### src/rtl/ip_full_pkg.sv
// Shared types and defaults for the ip_full initiator-side driver.
package ip_full_pkg;

  localparam int A_W_DEF = 8;
  localparam int B_W_DEF = 4;

  typedef enum logic [1:0] {
    IDLE  = 2'd0,
    DRIVE = 2'd1,
    WAIT  = 2'd2,
    RESP  = 2'd3
  } state_e;

  typedef struct packed {
    logic [A_W_DEF-1:0] a;
    logic [B_W_DEF-1:0] b;
    logic               err;
  } rsp_t;

  function automatic int max_int(input int x, input int y);
    return (x > y) ? x : y;
  endfunction

endpackage

### src/rtl/ip_full_sat_cnt.sv
// Saturating up-counter with enable; holds at all-ones instead of wrapping.
module ip_full_sat_cnt #(
  parameter int W = 16
) (
  input  logic         clk,
  input  logic         rst_n,
  input  logic         en,
  output logic [W-1:0] cnt
);

  always_ff @(posedge clk or negedge rst_n) begin
    if (!rst_n) begin
      cnt <= '0;
    end else if (en && (cnt != '1)) begin
      cnt <= cnt + 1'b1;
    end
  end

endmodule

### src/rtl/ip_full_driver.sv
// Initiator-side driver for ip_full: drives din, waits a settle time, polls
// ready with a timeout and returns the captured result over valid/ready.
module ip_full_driver
  import ip_full_pkg::*;
#(
  parameter int A_W     = A_W_DEF,
  parameter int B_W     = B_W_DEF,
  parameter int SETTLE  = 2,
  parameter int TIMEOUT = 16,
  parameter int CNT_W   = 16
) (
  input  logic             clk,
  input  logic             rst_n,
  input  logic             req_valid,
  output logic             req_ready,
  input  logic [A_W-1:0]   req_a,
  input  logic [B_W-1:0]   req_b,
  output logic [A_W-1:0]   ip_din_a,
  output logic [B_W-1:0]   ip_din_b,
  input  logic [A_W-1:0]   ip_dout_a,
  input  logic [B_W-1:0]   ip_dout_b,
  input  logic             ip_ready,
  output logic             rsp_valid,
  input  logic             rsp_ready,
  output logic [A_W-1:0]   rsp_a,
  output logic [B_W-1:0]   rsp_b,
  output logic             rsp_err,
  output logic [CNT_W-1:0] txn_cnt,
  output logic [CNT_W-1:0] err_cnt
);

  // One counter serves both the settle phase and the ready-poll window.
  localparam int TW = $clog2(max_int(SETTLE, TIMEOUT) + 1);

  state_e        state;
  logic [TW-1:0] cnt;
  logic          rsp_hs;

  // NOTE: all state updates use <= so every register samples pre-edge values,
  // independent of statement order within the block.
  always_ff @(posedge clk or negedge rst_n) begin
    if (!rst_n) begin
      state     <= IDLE;
      cnt       <= '0;
      req_ready <= 1'b1;
      ip_din_a  <= '0;
      ip_din_b  <= '0;
      rsp_valid <= 1'b0;
      rsp_a     <= '0;
      rsp_b     <= '0;
      rsp_err   <= 1'b0;
    end else begin
      case (state)
        IDLE: begin
          if (req_valid) begin
            ip_din_a  <= req_a;
            ip_din_b  <= req_b;
            cnt       <= '0;
            req_ready <= 1'b0;
            state     <= DRIVE;
          end
        end
        DRIVE: begin
          // ip_ready may still reflect the previous operation here.
          if (cnt == TW'(SETTLE - 1)) begin
            cnt   <= '0;
            state <= WAIT;
          end else begin
            cnt <= cnt + 1'b1;
          end
        end
        WAIT: begin
          if (ip_ready) begin
            rsp_a     <= ip_dout_a;
            rsp_b     <= ip_dout_b;
            rsp_err   <= 1'b0;
            rsp_valid <= 1'b1;
            state     <= RESP;
          end else if (cnt == TW'(TIMEOUT - 1)) begin
            rsp_a     <= '0;
            rsp_b     <= '0;
            rsp_err   <= 1'b1;
            rsp_valid <= 1'b1;
            state     <= RESP;
          end else begin
            cnt <= cnt + 1'b1;
          end
        end
        RESP: begin
          if (rsp_ready) begin
            rsp_valid <= 1'b0;
            req_ready <= 1'b1;
            state     <= IDLE;
          end
        end
        default: state <= IDLE;
      endcase
    end
  end

  // Gate on state first so an unknown rsp_ready outside RESP cannot leak.
  assign rsp_hs = (state == RESP) && rsp_ready;

  ip_full_sat_cnt #(.W(CNT_W)) u_txn_cnt (
    .clk   (clk),
    .rst_n (rst_n),
    .en    (rsp_hs),
    .cnt   (txn_cnt)
  );

  ip_full_sat_cnt #(.W(CNT_W)) u_err_cnt (
    .clk   (clk),
    .rst_n (rst_n),
    .en    (rsp_hs && rsp_err),
    .cnt   (err_cnt)
  );

endmodule

### config.mk
export PLATFORM = sky130hd
export DESIGN_NAME = ip_full_driver
export DESIGN_NICKNAME = d
export VERILOG_FILES = /design/src/rtl/ip_full_pkg.sv /design/src/rtl/ip_full_sat_cnt.sv /design/src/rtl/ip_full_driver.sv
export SDC_FILE = /design/constraint.sdc
export NUM_CORES = 1
export LEC_CHECK = 0
export ABC_AREA = 1
export BUFFER_PORTS_ARGS = -buffer_cell sky130_fd_sc_hd__buf_2
export CAP_MARGIN = 20
export CORE_ASPECT_RATIO = 0.9
export CORE_UTILIZATION = 39
export CTS_CLUSTER_DIAMETER = 30
export DETAILED_ROUTE_END_ITERATION = 10
export PLACE_DENSITY = 0.67
export SYNTH_ARGS = -nofsm -noshare
export SYNTH_HDL_FRONTEND = slang
export SYNTH_HIERARCHICAL = 1
export SYNTH_SLANG_ARGS = --single-unit
### constraint.sdc
create_clock -name clk -period 2.7 [get_ports clk]
set_input_delay 0.405 -clock clk [delete_from_list [all_inputs] [get_ports clk]]
set_output_delay 0.405 -clock clk [all_outputs]
set_load 0.005 [all_outputs]
* After elaboration in Yosys (flattened, before gate mapping)
Cells that the tools add are included.
Storage, ports and cells: bits of input ports 29, register bits 66, output and inout port bits 59, logic and storage cells 65
Operators by class: equal/unequal tests 13, add/sub/neg operators 3, multiplexer cells 23, reductions and logical operators 15
Operators with widths (number):
- 16-bit by 1-bit adder with 16-bit output, second input constant | 2
- 16-bit != test, second input constant | 2
- 5-bit two-way mux | 4
- 8-bit two-way mux | 2
- 5-bit case mux with 3 select lines | 1
- 2-bit two-way mux | 5
- 2-bit != test, second input constant | 5
- 4-bit two-way mux | 2
- 2-bit case mux with 4 select lines | 1
- 4-bit AND reduction | 2
- 1-bit two-way mux | 6
- 3-bit AND reduction | 2
- 2-bit nonzero test | 3
- 5-bit by 1-bit adder with 5-bit output, second input constant | 1
- 5-bit by 1-bit == test with 1-bit output, second input constant | 1
- 5-bit by 4-bit == test with 1-bit output, second input constant | 1
- 2-bit == test, second input constant | 2
- 1-bit logical AND | 4
- 1-bit case mux with 2 select lines | 2
- 2-bit AND reduction | 2
- 3-bit != test, second input constant | 1
- 3-bit nonzero test | 1
- 2-bit by 1-bit == test with 1-bit output, second input constant | 1
- 2-bit logical NOT | 1

* Longest topological paths before layout
Gate-level depths: netlist of run 1.
word-level depth 4, mapped depth 11, gate-level depth less buffers 11

* By module
Netlist of run 1, hierarchy kept.
By module, submodules not included:
- ip_full_sat_cnt | sequential area each 400.4 um^2, cells each 149, area each 1058.5 um^2, times used 2
- ip_full_driver | sequential area each 852.1 um^2, cells each 176, area each 1636.6 um^2, times used 1

* Worst setup path after synthesis of run 1
OpenSTA, ideal clock, no wires.
kind reg-to-reg, start point register cnt[0] (netlist name), end point register cnt[3] (netlist name), path slack 1165 ps, data required time 2582 ps, arrival 1418 ps, library setup time 118 ps, path buffers 0, cell stages (with the launch flop) 11, period minus slack after synthesis 1535 ps, cells stage by stage dfrtp_1 -> ha_1 -> nand2_1 -> nor2_1 -> ha_1 -> nand2_4 -> nand2_4 -> nor2_8 -> inv_2 -> a21oi_1 -> nor2_1

* Worst setup path after layout of run 1
start point register state[0], end point register u_err_cnt.cnt[9]
Between the ends: word-level cells in the longest chain between the ends 4
Ends and longest elaborated chain:
- from (decl) | RTL line ip_full_driver.sv:35 | state_e state;
- from (signal assigned) | RTL line ip_full_driver.sv:43 | state <= IDLE;
- from (signal assigned) | RTL line ip_full_driver.sv:60 | state <= DRIVE;
- from (signal assigned) | RTL line ip_full_driver.sv:67 | state <= WAIT;
- 2-bit == test | RTL line ip_full_driver.sv:102 | assign rsp_hs = (state == RESP) && rsp_ready;
- 1-bit logical AND | RTL line ip_full_driver.sv:102
- 1-bit logical AND | RTL line ip_full_driver.sv:114 | .en (rsp_hs && rsp_err),
- 1-bit logical AND | RTL line ip_full_sat_cnt.sv:14 | end else if (en && (cnt != '1)) begin
- to (signal assigned) | RTL line ip_full_sat_cnt.sv:15 | cnt <= cnt + 1'b1;
- to (decl) | RTL line ip_full_sat_cnt.sv:8 | output logic [W-1:0] cnt
No other way between the ends. A chain may end at the register's enable or synchronous reset.

==> results of run 1 <==
## logic make-up (layout without fill, tap and decap cells)
kind of cell,Yosys count,count (layout)
AOI/OAI and AO/OA,25,25
muxes,12,12
xor gates and xnor gates,12,12
DFF,66,66
and+or+nand+nor,294,294
adders and majority gates,10,10
buffers and inverters,55,150
## stage by stage
step,cells,worst slack (ps)
after floorplan,474,1160
after global placement,676,1050
after detailed placement,676,1020
after CTS,691,1000
after global routing,691,798
final,691,996
## path summary, 6_finish.rpt
path	cells past startpoint	endpoint	slack, ps
min in group clk	3	rsp_a[2]	300
max in group asynchronous	2	ip_din_a[7]	1900
hold / removal	2	rsp_a[3]	250
hold reg to reg	2	rsp_a[5]	470
setup reg to reg	6	u_err_cnt/cnt[9]	1000
setup / recovery	6	u_err_cnt/cnt[9]	1000
## layout make-up
class	count	area, um2
Clock buffer	12	145
Clock inverter	3	40.0
Fill cell	905	4750
Inverter	46	173
Multi-Input combinational cell	353	1850
Sequential cell	66	1650
Tap cell	122	153
Timing Repair Buffer	89	450
## layer usage
| metal | up-vias | share of wire [%] |
|---|---|---|
| li1 | 1670 | - |
| met1 | 1553 | 46 |
| met2 | 69 | 49 |
| met3 | 7 | 3.8 |
| met4 | 0 | 1.4 |
| met5 | - | 0 |
## power breakdown
group          switching (mW)  internal, mW  total (mW)  leakage [nW]
sequential              0.204          1.26        1.47         0.819
clock                   0.373         0.445       0.818        0.0962
combinational           0.632         0.505        1.14          1.41
total                    1.21          2.21        3.42          2.32
## critical path, stage by stage (launching register included)
cell	delay, ps
dfrtp_1	430
ha_1	230
nand2_1	80
nor2_1	210
inv_1	130
nor2_4	360
o21ai_0	140
## layout by cell type, fill, tap and decap left out, drive strengths merged, types with 2 or more instances in the layout
cell type,count
nand4,14
clkinv,2
xnor2,10
a21oi,2
clkbuf,12
inv,46
nand2,194
dfrtp,65
buf,89
o21ai,23
nand3,32
mux2,12
ha,10
nor2,54
xor2,2
## state kept, by name, summed over array words and instances (netlist names)
| name | count |
|---|---|
| state | 2 |
| rsp_err | 1 |
| u_err_cnt/cnt | 16 |
| cnt | 5 |
| req_ready | 1 |
| ip_din_a | 8 |
| u_txn_cnt/cnt | 16 |
| rsp_a | 8 |
| rsp_b | 4 |
| ip_din_b | 4 |
| rsp_valid | 1 |
==> summary.txt, run 1 <==
Placement
  • Placer Congestion: 0.811
  • Placed cell areas: ~4300 um2
  • Number of buffer cells added on primary ports: 87
  • HPWL Detailed: 6.00 mm

Floorplan
  • Chip height: 95.1 um
  • Initial Util: 40.8%
  • Die Area: 10000 um2
  • DIE WIDTH: 105 um
  • Core box area: 9210 um2
  • I/O pin count: 88
  • Rows: 33

Finish
  • Ant. Diodes: 0
  • Share of cells above drive strength 1: about a quarter
  • Fin area: around 4500 um2
  • Area Growth Syn to Fin: 18.9%
  • Fin nets: 604
  • Final core utilization: 48.5%

Power
  • Total power: 3.42 mW
  • P per Cell Area: about 770 nW/um2
  • Max IR drop VDD: 0.000421 V
  • P_leak: about 2.3 nW

Clocking
  • CTS Buffer Depth: 2
  • CTS tree: yes
  • Worst-Skew Late Latency: 340 ps
  • Reg clk slew, reported paths: about 80 ps
  • CTS resizes: 0
  • CTS Buf Count: 9
  • H-tree Lvls: 3
  • Post-CTS setup buffer count: 0
  • Clock Tree Root: clkbuf_8
  • Post-CTS Hold Fix Bufs: 0
  • Clk sinks: 66

Yosys
  • Synthesized Nets: ~500
  • Synth cell types: 25
  • Post-synthesis sequential area ratio: between 40% and 50%
  • Synth top area cells: dfrtp_1 43%, nand2_1 18%, inv_1 4.3%
  • Post-synth top area cell: dfrtp_1
  • Post-synthesis register bit count: 66
  • Adder-cell area share of the yosys netlist: under 10%
  • Post-Synth XOR/XNOR Area: 2.80%
  • Asr flop ratio synth: 100%
  • Main combinational cell family by area after synthesis: simple AND/OR/NAND/NOR gates
  • EDFF count, synth: 0
  • Synth Flop Type: dfrtp_1
  • Synthesized area: 3750 um2
  • Yosys top cell area share: ~43%
  • Synth warn: 6
  • Area fraction in and, or, nand and nor cells after synthesis: between 30% and 40%
  • Most common cell in the synthesized netlist: nand2_1
  • Mux contribution to synthesized area: 3.60%
  • Synthesized netlist cell count: 474
  • Top post-synthesis cells by count: 181 x nand2_1, 65 x dfrtp_1, 43 x inv_1, 39 x nor2_1, 32 x nand3_1
  • Avg Synthesized Cell Area: roughly 8 um2
  • Post-synthesis compound-gate area fraction: 3.73%

Detailed routing
  • Drt via density: 4.77
  • WL/cell: 12.0 um
  • Post-route DRC: 0
  • Drt first pass iters: 4
  • Final wirelength: just over 8 mm
  • Via count: around 3300
  • Antenna viol nets, final: 0
  • Initial drt markers: just over 70

Global routing
  • Pin count of the biggest net entering global routing: 67
  • Number of global-route vias before repair: 3195
  • Total grt overflow: 0
  • GR peak layer: met2
  • Met2 Resource Use GR: slightly above 30%
  • Initial antenna violation count: 0
  • First-pass GRT wire length: 14.2 mm
  • GR Util met3: 4.17%
  • Overall global routing resource usage: around 18%
  • Grt met1 use: 22.3%

Worst setup path
  • Worst setup startpoint: state[0]
  • Crit end category: flip-flop
  • Worst r2r src: state[0]
  • Worst EP arrival: 1910 ps
  • CP Launch Type: flip-flop
  • Peak fanout along the critical path: 16
  • Critical path type: flip-flop to flip-flop
  • Required time of the worst setup path: 2910 ps

STA
  • Setup tns final: 0 ps
  • Unrepaired setup endpoints after global routing: no
  • Max Fclk: 0.587 GHz
  • Slew of the pin with the lowest slew margin: 831 ps
  • Final hold vios: 0
  • Clock skew: 10.5 ps
  • # setup viols final: 0
  • Crit share post-route: 63.1%
  • Relative slew slack: between 40 and 50%
  • Min Clock Period, post-route: about 1700 ps
  • Final Max Slew Viols: 0
  • Hold slack: 254 ps

Min path
  • Min-delay worst type: input pin to async pin

Outcome
  • Status: completed

Flow run
  • Max Cap Violations: 0
Note: power is estimated with default switching activity, not from simulation.
==> inputs of run 2 (changes only) <==
- ABC_AREA: 1 -> 0
- PLACE_DENSITY: 0.67 -> 0.71
- clock period: 2.7 -> 1.4 ns (I/O delays scaled with it)
==> run 2 against run 1 <==
  * The run now ends with DRC, setup timing left
  * Highest routed layer unchanged
  * Cell count down 19%
  * Core utilization up 18 points
  * Largest cell class unchanged
  * Synthesized cell count down 45%
  * Largest power group is now combinational logic
  * Critical path depth down 1
==> summary.txt, run 2 <==
Finish
  • Fin nets: 495 (was 604)
  • Register area: 1660 um2 (was 1650 um2)
  • Share of cells above drive strength 1: 64.0% (was 26.7%)
  • Area of the multi-input gates: 2000 um2 (was 1850 um2)
  • Ant. Diodes: 0 (unchanged)
  • Biggest regs: u_err_cnt/cnt x16, u_txn_cnt/cnt x16 (unchanged)
  • Area Growth Syn to Fin: 64.9% (was 18.9%)
  • Leading cell types in the layout, fill and taps excluded: 87 x buf_2, 75 x buf_4, 61 x dfrtp_1 (was 181 x nand2_1, 87 x buf_2, 65 x dfrtp_1)
  • Final core utilization: 66.4% (was 48.5%)
  • Filler cell count: 592 (was 905)
  • Most common cell after layout, fill and taps aside: buf_2 (was nand2_1)

Yosys
  • Synthesized netlist cell count: 262 (was 474)
  • Post-synthesis sequential area ratio: 50.9% (was 44.0%)
  • Synthesized area: 3250 um2 (was 3750 um2)
  • Post-synthesis register bit count: 66 (unchanged)
  • Post-synth top area cell: dfrtp_1 (unchanged)
  • Most common cell in the synthesized netlist: dfrtp_1 (was nand2_1)
  • Synth warn: 6 (unchanged)
  • Synth Flop Type: dfrtp_1 (unchanged)
  • Synth cell types: 47 (was 25)
  • Yosys top cell area share: 50.1% (was 43.3%)
  • Asr flop ratio synth: 100% (unchanged)
  • EDFF count, synth: 0 (unchanged)
  • Avg Synthesized Cell Area: 12.4 um2 (was 7.92 um2)
  • Synthesized Nets: 301 (was 513)
  • Synth top area cells: dfrtp_1 50%, mux2_2 4.2%, ha_1 3.9% (was dfrtp_1 43%, nand2_1 18%, inv_1 4.3%)
  • Top post-synthesis cells by count: 65 x dfrtp_1, 16 x nand4_1, 12 x a22o_1, 12 x mux2_2 (was 181 x nand2_1, 65 x dfrtp_1, 43 x inv_1, 39 x nor2_1, 32 x nand3_1)

Outcome
  • Status: finished with violations (was completed)
  • Violated checks: DRC, setup timing

Detailed routing
  • Final wirelength: 9.57 mm (was 8.32 mm)
  • WL/cell: 17.1 um (was 12.0 um)
  • Post-route DRC: 7 (was 0)
  • Via count: 3061 (was 3299)
  • Drt via density: 5.47 (was 4.77)
  • Drt first pass iters: 8 (was 4)
  • Initial drt markers: 120 (was 71)
  • Antenna viol nets, final: 0 (unchanged)

Min path
  • Hold path startpoint: ip_dout_a[4]
  • Min-delay worst type: input pin to flip-flop (was input pin to async pin)

Global routing
  • Pin count of the biggest net entering global routing: 67 (unchanged)
  • Number of global-route vias before repair: 2934 (was 3195)
  • First-pass GRT wire length: 14.1 mm (was 14.2 mm)
  • Total grt overflow: 0 (unchanged)
  • Initial antenna violation count: 0 (unchanged)
  • Overall global routing resource usage: 21.1% (was 17.9%)

Worst setup path
  • Worst EP arrival: 2160 ps (was 1910 ps)
  • Peak fanout along the critical path: 3 (was 16)
  • CP Launch Type: flip-flop (unchanged)
  • Worst r2r src: cnt[1] (was state[0])
  • Critical path's slowest cell: or4b_4 (was dfrtp_1)
  • Critical path type: flip-flop to flip-flop (unchanged)
  • Crit end category: flip-flop (unchanged)
  • Worst setup startpoint: cnt[1] (was state[0])
  • Required time of the worst setup path: 1640 ps (was 2910 ps)
  • Crit path cell chain: inv_1 > ha_1 > or4b_4 > a2111o_1 > mux2_4 (was ha_1 > nand2_1 > nor2_1 > inv_1 > nor2_4 > o21ai_0)
  • Peak per-stage delay on the critical path: 460 ps (was 430 ps)

Floorplan
  • Chip height: 88.6 um (was 95.1 um)
  • Rows: 31 (was 33)
  • Core box area: 8070 um2 (was 9210 um2)
  • Die Area: 8700 um2 (was 10000 um2)
  • I/O pin count: 88 (unchanged)
  • DIE WIDTH: 98.2 um (was 105 um)
  • Initial Util: 40.3% (was 40.8%)

Clocking
  • CTS Buf Count: 9 (unchanged)
  • Worst-Skew Late Latency: 350 ps (was 340 ps)
  • H-tree Lvls: 3 (unchanged)
  • CTS tree: yes (unchanged)
  • Clk sinks: 66 (unchanged)
  • Reg clk slew, reported paths: 80 ps (about the same)
  • Clock Tree Root: clkbuf_8 (unchanged)
  • CTS Buffer Depth: 2 (unchanged)

Power
  • Switch Pwr: 2.88 mW (was 1.21 mW)
  • Max IR drop VDD: 0.000811 V (was 0.000421 V)
  • Clock power frac: 21.5% (was 23.9%)
  • P_int: 5.87 mW (was 2.21 mW)
  • Switch share: 32.9% (was 35.3%)
  • Combinational power share: 47.0% (was 33.2%)
  • P_leak: 2.73 nW (was 2.32 nW)
  • P per Cell Area: 1630 nW/um2 (was 767 nW/um2)
  • Part of the power in registers: 31.5% (was 42.9%)

STA
  • Clock skew: 11.9 ps (was 10.5 ps)
  • Min Clock Period, post-route: 1910 ps (was 1700 ps)
  • Final Max Slew Viols: 0 (unchanged)
  • Unrepaired setup endpoints after global routing: yes (was no)
  • Final hold vios: 0 (unchanged)
  • # setup viols final: 65 (was 0)
  • Max Fclk: 0.522 GHz (was 0.587 GHz)
  • Setup tns final: -10940 ps (was 0 ps)
  • Final WS setup: -514 ps (was 996 ps)
  • Slew of the pin with the lowest slew margin: 444 ps (was 831 ps)
  • Crit share post-route: 137% (was 63.1%)
  • Relative slew slack: 70.3% (was 44.6%)

Placement
  • Placer Congestion: 0.818 (was 0.811)
  • Number of buffer cells added on primary ports: 87 (unchanged)
  • HPWL Detailed: 5.94 mm (was 6.00 mm)

Flow run
  • Max Cap Violations: 0 (unchanged)
==> run 2: path summary, 6_finish.rpt <==
kind                              to  slack (ps)  cells after the start
max in group asynchronous  req_ready         650                      3
min in group asynchronous   rsp_a[4]         420                      3
max reg2reg                 state[1]        -510                      5
min                         rsp_a[4]          80                      2
min reg2reg                 rsp_a[4]         500                      1
max                         state[1]        -510                      5
==> run 2: area by class of cell <==
| class | count | area share (%) |
|---|---|---|
| Multi-Input combinational cell | 186 | 37.4 |
| Inverter | 6 | 0.420 |
| Timing Repair Buffer | 187 | 24.7 |
| Clock buffer | 12 | 2.90 |
| Tap cell | 99 | 2.31 |
| Clock inverter | 4 | 1.38 |
| Sequential cell | 66 | 30.9 |
==> run 2: what timing repair did <==
item,CTS,global route
buffers inserted,14,11
resized for setup,70,34
pin swaps,29,15
hold buffers,1,0
gates cloned,2,0
hold endpoints to repair,65,0
endpoints found under the setup margin,64,66
==> run 2: layer usage <==
metal / part of all wire [%] / track usage, % / vias to the layer above / routed length (um)
met4: 1.5 / 7.19 / 0 / 144
li1: - / - / 1413 / -
met3: 4.2 / 5.92 / 10 / 403
met1: 43 / 26.4 / 1555 / 4130
met5: 0 / 0 / - / 0
met2: 51 / 35.8 / 83 / 4890
==> run 2: critical path: cells and delay by family, from the launching register on <==
family | cells | cell delay (ps)
mux | 1 | 310
fa+ha+maj | 1 | 140
simple gates | 1 | 460
buf+inv | 1 | 60
compound gates | 1 | 420
flops | 1 | 400
==> run 2: power groups by stage <==
stage | combinational [mW] | sequential (mW) | clock [mW]
2_1_floorplan | 1.26 | 2.86 | 0
3_3_place_gp | 2.75 | 2.74 | 0
3_5_place_dp | 2.83 | 2.76 | 0
4_1_cts | 3.62 | 2.75 | 1.90
5_1_grt | 4.40 | 2.81 | 1.97
6_report | 4.12 | 2.76 | 1.88
==> run 2: per-stage QoR <==
stage | hold WS (ps) | total power [mW] | setup slack, ps | instance area [um2] | std cells
after floorplan | -85.6 | 4.12 | -460 | 3340 | 262
after global placement | 257 | 5.50 | -468 | 4480 | 521
after detailed placement | 254 | 5.59 | -508 | 4480 | 521
after CTS | 69.4 | 8.27 | -485 | 5140 | 554
after global routing | 66.6 | 9.19 | -585 | 5360 | 560
final | 78.2 | 8.75 | -514 | 5360 | 560
==> run 2: cells by family (layout without fill, tap and decap cells) <==
group,after synthesis,in the layout,synth area share [%]
and+or+nand+nor,81,81,19.4
DFF,66,66,50.9
AOI/OAI and AO/OA,65,65,15.3
muxes,16,16,5.62
xor gates and xnor gates,14,14,3.77
adders and majority gates,10,10,3.85
buffers and inverters,10,209,1.15
==> inputs of run 3 (changes only) <==
- CELL_PAD_IN_SITES_DETAIL_PLACEMENT: default -> 0
- CELL_PAD_IN_SITES_GLOBAL_PLACEMENT: default -> 1
- CORE_MARGIN: default -> 2
- CORE_UTILIZATION: 39 -> 37
- PLACE_DENSITY: 0.71 -> 0.81
==> run 3 against run 2 <==
  * The flow finishes with violations (setup timing)
  * Sequential power about the same
  * Die area up 9.7%
  * First-iteration DRC count down 51%
  * Routed wire length down 6.3%
  * Critical path type unchanged
  * Highest routed layer unchanged
==> summary.txt, run 3 (synthesis gave the netlist of run 2 again) <==
Worst setup path
  • Critical path's slowest cell: or4b_4 (unchanged)
  • Worst EP arrival: 2110 ps (was 2160 ps)
  • Crit end category: flip-flop (unchanged)
  • Peak per-stage delay on the critical path: 470 ps (was 460 ps)
  • Crit path cell chain: inv_1 > ha_1 > or4b_4 > a2111o_1 > mux2_4 (unchanged)
  • Peak fanout along the critical path: 3 (unchanged)
  • Required time of the worst setup path: 1630 ps (was 1640 ps)
  • CP Buf/Inv Count: 1 (unchanged)
  • CP Launch Type: flip-flop (unchanged)
  • CP delay by family, top: simple AND/OR/NAND/NOR gates (unchanged)
  • Critical path type: flip-flop to flip-flop (unchanged)

STA
  • Crit share post-route: 135% (was 137%)
  • Final Max Slew Viols: 0 (unchanged)
  • Max Fclk: 0.531 GHz (was 0.522 GHz)
  • Slew of the pin with the lowest slew margin: 494 ps (was 444 ps)
  • Unrepaired setup endpoints after global routing: yes (unchanged)
  • Setup tns final: -9970 ps (was -10940 ps)
  • Final hold vios: 0 (unchanged)
  • # setup viols final: 52 (was 65)
  • Min Clock Period, post-route: 1880 ps (was 1910 ps)
  • Relative slew slack: 67.0% (was 70.3%)
  • Final WS setup: -483 ps (was -514 ps)
  • Clock skew: 4.13 ps (was 11.9 ps)

Power
  • Total power: 8.41 mW (was 8.75 mW)
  • Part of the power in registers: 32.7% (was 31.5%)
  • P per Cell Area: 1580 nW/um2 (was 1630 nW/um2)
  • Clock power frac: 19.9% (was 21.5%)
  • Combinational power share: 47.4% (was 47.0%)
  • Max IR drop VDD: 0.000890 V (was 0.000811 V)
  • P_leak: 2.69 nW (was 2.73 nW)
  • Switch share: 32.5% (was 32.9%)
  • Switch Pwr: 2.73 mW (was 2.88 mW)
  • P_int: 5.68 mW (was 5.87 mW)

Placement
  • Dpl ws: -514 ps (was -508 ps)
  • HPWL Detailed: 5.94 mm (about the same)
  • Placer Congestion: 0.820 (was 0.818)
  • Placed cell areas: 4490 um2 (was 4480 um2)
  • Number of buffer cells added on primary ports: 87 (unchanged)

Finish
  • Share of cells above drive strength 1: 63.6% (was 64.0%)
  • Biggest regs: u_err_cnt/cnt x16, u_txn_cnt/cnt x16 (unchanged)
  • Most common cell after layout, fill and taps aside: buf_2 (unchanged)
  • Filler cell count: 689 (was 592)
  • Leading cell types in the layout, fill and taps excluded: 87 x buf_2, 74 x buf_4, 61 x dfrtp_1 (was 87 x buf_2, 75 x buf_4, 61 x dfrtp_1)
  • Fin nets: 490 (was 495)
  • Ant. Diodes: 0 (unchanged)
  • Fin area: 5340 um2 (was 5360 um2)
  • Area Growth Syn to Fin: 64.3% (was 64.9%)

Detailed routing
  • Initial drt markers: 59 (was 120)
  • Antenna viol nets, final: 0 (unchanged)
  • WL/cell: 15.6 um (was 17.1 um)
  • Drt first pass iters: 4 (was 8)
  • Via count: 2941 (was 3061)
  • Final wirelength: 8.96 mm (was 9.57 mm)
  • Drt via density: 5.11 (was 5.47)
  • Post-route DRC: 0 (was 7)

Global routing
  • Pin count of the biggest net entering global routing: 67 (unchanged)
  • Number of global-route vias before repair: 2939 (was 2934)
  • Initial antenna violation count: 0 (unchanged)
  • First-pass GRT wire length: 14.1 mm (about the same)
  • Overall global routing resource usage: 19.1% (was 21.1%)
  • Total grt overflow: 0 (unchanged)

Floorplan
  • I/O pin count: 88 (unchanged)
  • Die Area: 9550 um2 (was 8700 um2)
  • Chip height: 92.9 um (was 88.6 um)
  • Core box area: 8570 um2 (was 8070 um2)
  • DIE WIDTH: 103 um (was 98.2 um)
  • Initial Util: 37.9% (was 40.3%)
  • Rows: 32 (was 31)

Clocking
  • Worst-Skew Late Latency: 340 ps (was 350 ps)
  • Reg clk slew, reported paths: 70 ps (was 80 ps)
  • CTS Buf Count: 9 (unchanged)
  • Clock Tree Root: clkbuf_8 (unchanged)
  • CTS tree: yes (unchanged)
  • H-tree Lvls: 3 (unchanged)
  • CTS Buffer Depth: 2 (unchanged)
  • Clk sinks: 66 (unchanged)

Outcome
  • Status: finished with violations (unchanged)
  • Violated checks: setup timing (was DRC, setup timing)

Flow run
  • Max Cap Violations: 0 (unchanged)

Min path
  • Min-delay worst type: input pin to flip-flop (unchanged)
run 3: changes by cell type in the layout (fill, tap and decap cells not counted), moves of 2 or more:
cell     before  now
buf_6        20   15
a31oi_4       0    2
a31oi_1       6    4
o31ai_2       6    3
o21ai_1       2    4
o31ai_4       2    5
run 3: per-stage QoR:
stage                     hold WS, ps  std cells  utilization, %
final                            86.1        575            62.3
after global routing             76.0        575            62.3
after CTS                        66.5        567            59.2
after detailed placement          258        539            52.5
after global placement            256        539            52.5
after floorplan                 -85.6        262               -
run 3: layout make-up:
cell class                      instances  area, um2  share of cell area [%]
Multi-Input combinational cell        186       2020                    37.9
Sequential cell                        66       1660                    31.1
Timing Repair Buffer                  182       1280                    23.9
Clock buffer                           14        173                    3.23
Tap cell                              119        149                    2.79
Clock inverter                          2       35.0                   0.656
Inverter                                6       22.5                   0.422
run 3: worst paths after layout:
kind                              start         to  slack, ps  cells past startpoint
max in group asynchronous         rst_n  req_ready        660                      3
hold reg to reg                rsp_a[5]   rsp_a[5]        500                      1
setup / recovery                 cnt[1]   state[1]       -480                      5
min in group asynchronous         rst_n   rsp_a[4]        410                      3
hold / removal             ip_dout_a[4]   rsp_a[4]         90                      2
setup reg to reg                 cnt[1]   state[1]       -480                      5
run 3: per-layer routing:
layer / GRT usage, % / wire (um) / vias up
li1: - / - / 1406
met1: 25.0 / 4020 / 1467
met2: 31.0 / 4450 / 57
met3: 4.30 / 366 / 11
met4: 6.80 / 129 / 0
met5: 0 / 0 / -
run 3: repair_timing:
item | 4_1_cts | 5_1_grt
hold buffers | 1 | 0
setup endpoints to repair | 64 | 65
buffers inserted | 9 | 11
gates cloned | 2 | 0
hold endpoints to repair | 65 | 0
gates resized for setup | 62 | 38
pin swaps | 27 | 20
run 3: power by group through the flow:
stage / logic [mW] / clock network (mW) / registers, mW
floorplan: 1.26 / 0 / 2.86
global placement: 2.70 / 0 / 2.74
detailed placement: 2.76 / 0 / 2.77
CTS: 3.41 / 1.72 / 2.74
global route: 4.30 / 1.81 / 2.81
finish: 3.98 / 1.67 / 2.75
